File: config.mk
export PLATFORM = sky130hd
export DESIGN_NAME = serial_adder
export DESIGN_NICKNAME = d
export VERILOG_FILES = /design/src/rtl/serial_adder.sv
export SDC_FILE = /design/constraint.sdc
export NUM_CORES = 1
export LEC_CHECK = 0
export CORE_UTILIZATION = 30
export CTS_CLUSTER_DIAMETER = 200
export CTS_CLUSTER_SIZE = 8
export DETAILED_ROUTE_END_ITERATION = 8
export GPL_TIMING_DRIVEN = 1
export SLEW_MARGIN = 0
export SYNTH_ARGS = -nofsm -noshare
export SYNTH_HDL_FRONTEND = slang
export SYNTH_SLANG_ARGS = --single-unit
File: constraint.sdc
create_clock -name clk -period 1.25 [get_ports clk]
set_input_delay 0.1875 -clock clk [delete_from_list [all_inputs] [get_ports clk]]
set_output_delay 0.1875 -clock clk [all_outputs]
set_load 0.05 [all_outputs]
File: src/rtl/serial_adder.sv
// serial_adder: bit-serial, LSB-first adder built around one full-add cell
// and a registered carry. An addition of WIDTH-bit operands takes WIDTH
// cycles in RUN followed by a one-cycle DONE pulse.
//
// Ports:
//   clk   - clock, all state updates on the rising edge
//   rst   - synchronous active-high reset
//   start - request to add a/b/cin, accepted in IDLE or DONE
//   a, b  - operands, sampled only on the accepting edge
//   cin   - carry-in, sampled only on the accepting edge
//   busy  - high while an addition is in progress
//   done  - one-cycle pulse, sum/cout valid from this cycle
//   sum   - result, held until the next completion
//   cout  - carry-out of the MSB, held with sum
module serial_adder #(
    parameter int unsigned WIDTH = 8
) (
    input  logic             clk,
    input  logic             rst,
    input  logic             start,
    input  logic [WIDTH-1:0] a,
    input  logic [WIDTH-1:0] b,
    input  logic             cin,
    output logic             busy,
    output logic             done,
    output logic [WIDTH-1:0] sum,
    output logic             cout
);

    localparam int unsigned CW = (WIDTH > 1) ? $clog2(WIDTH) : 1;
    localparam logic [CW-1:0] CNT_LAST = CW'(WIDTH - 1);

    localparam logic [1:0] S_IDLE = 2'd0;
    localparam logic [1:0] S_RUN  = 2'd1;
    localparam logic [1:0] S_DONE = 2'd2;

    logic [1:0]       state;
    logic [1:0]       state_nxt;
    logic [WIDTH-1:0] a_sr;
    logic [WIDTH-1:0] b_sr;
    logic [WIDTH-1:0] res_sr;
    logic             carry;
    logic [CW-1:0]    cnt;

    logic             s_c;
    logic             co_c;
    logic             last_c;
    logic             accept_c;

    // Full-add cell, accept decode and next-state logic
    always_comb begin
        state_nxt = state;
        s_c       = a_sr[0] ^ b_sr[0] ^ carry;
        co_c      = (a_sr[0] & b_sr[0]) | (carry & (a_sr[0] ^ b_sr[0]));
        last_c    = (cnt == CNT_LAST);
        accept_c  = start && ((state == S_IDLE) || (state == S_DONE));

        case (state)
            S_IDLE:  if (start) state_nxt = S_RUN;
            S_RUN:   if (last_c) state_nxt = S_DONE;
            S_DONE:  state_nxt = start ? S_RUN : S_IDLE;
            default: state_nxt = S_IDLE;
        endcase
    end

    // State register
    always_ff @(posedge clk) begin
        if (rst) begin
            state <= S_IDLE;
        end else begin
            state <= state_nxt;
        end
    end

    // Datapath and registered status outputs
    always_ff @(posedge clk) begin
        if (rst) begin
            busy   <= 1'b0;
            done   <= 1'b0;
            sum    <= '0;
            cout   <= 1'b0;
            a_sr   <= '0;
            b_sr   <= '0;
            res_sr <= '0;
            carry  <= 1'b0;
            cnt    <= '0;
        end else begin
            busy <= (state_nxt == S_RUN);
            done <= (state_nxt == S_DONE);
            if (accept_c) begin
                a_sr  <= a;
                b_sr  <= b;
                carry <= cin;
                cnt   <= '0;
            end else if (state == S_RUN) begin
                // Sum bits enter at the MSB so bit i settles at position i
                carry  <= co_c;
                res_sr <= {s_c, res_sr[WIDTH-1:1]};
                a_sr   <= a_sr >> 1;
                b_sr   <= b_sr >> 1;
                cnt    <= cnt + CW'(1);
                if (last_c) begin
                    sum  <= {s_c, res_sr[WIDTH-1:1]};
                    cout <= co_c;
                end
            end
        end
    end

endmodule

; Yosys cells after proc, flatten, opt, wreduce, memory -nomap -nowiden
; Cells that the tools add are included.
; W data, S select, Z words.
[word_totals]
output_inout_bits = 11
inputBits = 20
word_cells = 39
ff_bits = 41
[op_classes]
n_mux = 10
n_reduce_logical = 7
bitwise = 6
n_addsub = 1
eq_ne = 5
[ops]
columns = operator, n
row1 = $mux W8, 4
row2 = $pmux W2 S3, 1
row3 = $eq A2 B1 Y1 const B, 2
row4 = $eq A2 B2 Y1 const B, 2
row5 = $mux W2, 2
row6 = $add A3 B1 Y3 const B, 1
row7 = $eq A3 B3 Y1 const B, 1
row8 = $mux W1, 3
row9 = $reduce_and A3 Y1, 1
row10 = $and A1 B1 Y1, 2
row11 = $logic_not A2 Y1, 1
row12 = $reduce_and A2 Y1, 1
row13 = $reduce_bool A2 Y1, 1
row14 = $reduce_or A2 Y1, 1
row15 = $xor A1 B1 Y1, 2
row16 = $logic_and A1 B1 Y1, 1
row17 = $logic_or A1 B1 Y1, 1
row18 = $not A1 Y1, 1
row19 = $or A1 B1 Y1, 1

; Depth between registers and ports, before layout
[depth]
ltp_word = 5
ltp_mapped = 6
depth_no_buf = 5

; Worst setup path before layout
; No wires, ideal clock.
[synth_path]
path_kind = reg-to-reg
start = register cnt[0]
end = register sum[6]
path_buffers = 1
slack_ps = -60
stages_incl_launch_ff = 7
required_ps = 1179
synth_period_minus_slack_ps = 1310
arrival_ps = 1239
cell_sequence = dfxtp_1 ha_1 ha_1 nand3b_1 clkbuf_1 nand2_1 a21oi_1
[synth_between]
elab_chain_len = 2
[synth_rtl]
columns = element, line_no
row1 = start: declaration, 43  ; logic [CW-1:0] cnt;
row2 = start signal: assignment, 101  ; cnt <= cnt + CW'(1);
row3 = $eq A3 B3 Y1, 55  ; last_c = (cnt == CNT_LAST);
row4 = $reduce_and A3 Y1 (no source line), n/a
row5 = end signal: assignment, 103  ; sum <= {s_c, res_sr[WIDTH-1:1]};
row6 = end: declaration, 26  ; output logic [WIDTH-1:0] sum,
; Every way passes these cells.
; A chain may end at the register's enable or synchronous reset.

; Worst setup path after layout
[layout_path]
start = register cnt[1]
end = register cout
[layout_between]
elab_chain_len = 2
[layout_rtl]
columns = element, line_no
row1 = $eq A3 B3 Y1, 55
row2 = $reduce_and A3 Y1 (no source line), n/a
row3 = end signal: assignment, 104  ; cout <= co_c;
row4 = end: declaration, 27  ; output logic cout
; Every way passes these cells.

==> flow_summary.json <==
{
  "critPathArrivalTime_ps": 1400,
  "post_drt_wl_per_cell_um": 11.6,
  "clockBufferDepth": 2,
  "hp-class": "reg -> reg",
  "grt_max_degree": 41,
  "drv_cap": 0,
  "max_freq_mhz": 850,
  "synthCells": 181,
  "clock_sinks": 40,
  "placed_cells": 275,
  "final_cell_count_no_fill": 285,
  "hold_depth": 2,
  "wl_met3_um": 134,
  "netlist_area_mm2": 0.00156,
  "postRouteWirelength_mm": 3.30,
  "layout.core_utilization": 0.464,
  "grt.overflow.total": 0,
  "fin_crit_sh": 0.941,
  "start_kind": "register",
  "crit_type": "reg -> reg",
  "critPathMaxFanout": 6,
  "grt_antenna_before_repair": 0,
  "synth_fp_nets": 204,
  "p_clk_frac": 0.336,
  "cts_htree_levels": 2,
  "cts_tree": "yes",
  "finalClockSkew_ps": 6.09,
  "clock_latency_ps": 290,
  "internal_power_uw": 1960,
  "row_count": 25,
  "slew_viol_final": 0,
  "ys_seq_area_frac": 0.514,
  "pwr_density_cell_mw_per_mm2": 1150,
  "leakagePower_uw": 0.000797,
  "p_sw_frac": 0.241,
  "final_cell_mix": "40 x nand2_1, 37 x dfxtp_1, 19 x clkdlybuf4s50_1",
  "met2WireLength_mm": 1.47,
  "ys_ff_latch": 40,
  "area_growth_syn_to_layout_pct": 44.6,
  "layout.nets": 240,
  "core_area_mm2": 0.00485,
  "ant_nets": 0,
  "min_period_ps": 1180,
  "cts.clk_slew.worst_paths_ps": 70,
  "drc": 0,
  "grt_pass1_wl_mm": 5.71,
  "numPortBuffers": 30,
  "p_comb_frac": 0.133,
  "yosysWarningCount": 0,
  "stdcell_area_mm2": 0.00225,
  "rsz0062_at_grt": "yes",
  "n_antenna_cell": 0,
  "m1WireLength_mm": 1.64,
  "via_count": 1318,
  "fill_cells": 484,
  "p_sw_uw": 624,
  "drtIter0Drc": 71,
  "critPathRequiredTime_ps": 1480,
  "crit_path_end_kind": "register",
  "grt_pass1_vias": 1242,
  "drive_gt1_frac": 0.202,
  "firstDrtPassIters": 4,
  "avgSynthCellArea_um2": 8.60,
  "initial_core_util": 0.321,
  "status": "complete, no violations",
  "ir_worst_vdd_mv": 0.716,
  "numCtsBuffers": 5,
  "grt.total_usage": 0.138,
  "setup_ws_ps": 73.1,
  "finalHoldViolCount": 0,
  "setup_violations": 0,
  "timing.slew.headroom": 0.854,
  "place.gp.congestion": 0.737,
  "dieArea_mm2": 0.00548,
  "hpwl_mm": 2.22,
  "fp.dieW_um": 74.0,
  "ff2ff_path_depth": 6,
  "dieHeight_um": 74.0,
  "post-place-ws_ps": -94.1,
  "layout_commonest_cell": "nand2_1",
  "dr.max_layer_used": "met4",
  "place_area_mm2": 0.00208,
  "worstMarginPinSlew_ps": 218,
  "cts_root_buf": "clkbuf_8",
  "viasPerCell": 4.62,
  "seqPwrFrac": 0.532,
  "synth.distinct_cells": 22,
  "io_pins": 31,
  "p_total_uw": 2580,
  "cts_hold_buf": 0
}
[per-layer routing]
metal | GRT usage | up-vias
met3 | 0.0528 | 4
met4 | 0.0513 | 0
met5 | 0 | -
li1 | - | 694
met1 | 0.187 | 599
met2 | 0.197 | 21
[flip-flops by register name, indices dropped and copies added (netlist names)]
register,count
res_sr,7
cout,1
busy,1
carry,1
state,2
cnt,3
b_sr,8
sum,8
a_sr,8
done,1
[worst paths after layout]
| check | startpoint | to | slack (ps) |
|---|---|---|---|
| min | res_sr[1] | res_sr[1] | 460 |
| min reg2reg | res_sr[1] | res_sr[1] | 460 |
| max | cnt[1] | cout | 70 |
| max reg2reg | cnt[1] | cout | 70 |
[power groups by stage]
stage	registers [uW]	clock network, uW	logic, uW
after global placement	1400	0	337
after CTS	1370	896	343
after global routing	1380	953	382
final	1370	867	343
after detailed placement	1400	0	341
after floorplan	1400	0	201
[Yosys cell counts]
cell      number  area (um2)
nand2_1       41         154
dfxtp_1       40         801
a21oi_1       18        90.1
nor2_1        13        48.8
nor3_1        13        65.1
nand3_1       11        55.1
a311oi_1       9        78.8
clkbuf_1       7        26.3
buf_2          5        25.0
mux2i_1        4        40.0
o22ai_1        4        25.0
a22oi_1        2        15.0
buf_4          2        15.0
buf_6          2        22.5
ha_1           2        25.0
nand2b_1       2        12.5
and2b_1        1        7.51
fa_1           1        20.0
nand3b_1       1        7.51
nor2b_1        1        6.26
o21a_1         1        7.51
xnor2_1        1        8.76
[logic make-up after synthesis]
| family | synth area share |
|---|---|
| and+or+nand+nor | 0.229 |
| DFF | 0.514 |
| AOI/OAI and AO/OA | 0.139 |
| buffers and inverters | 0.0571 |
| muxes | 0.0257 |
| adders and majority gates | 0.0289 |
| xor gates and xnor gates | 0.00563 |
[worst max-delay path, stage by stage, from the launching register on]
cell and delay [ps]:
dfxtp_2 340, ha_4 160, ha_4 160, nand3b_1 140, buf_6 140, nand2_1 60, a21oi_2 110
[metrics by stage]
stage	TNS, ps	hold WS (ps)
finish	0	459
global route	-53.4	481
CTS	0	457
detailed placement	-842	447
global placement	-358	443
floorplan	0	368
[what timing repair did]
action	CTS	global route
resized for setup	6	10
pin swaps	1	9
setup buffers	0	2
endpoints found under the setup margin	9	18
[cell type report]
| type | count | area, um2 | area share |
|---|---|---|---|
| well taps | 67 | 83.8 | 0.0372 |
| repair buffers | 45 | 556 | 0.247 |
| clock buffers | 8 | 90.1 | 0.0400 |
| flip-flops and latches | 40 | 805 | 0.357 |
| multi-input cells | 125 | 717 | 0.319 |
Power figures use the tool's default switching activity.
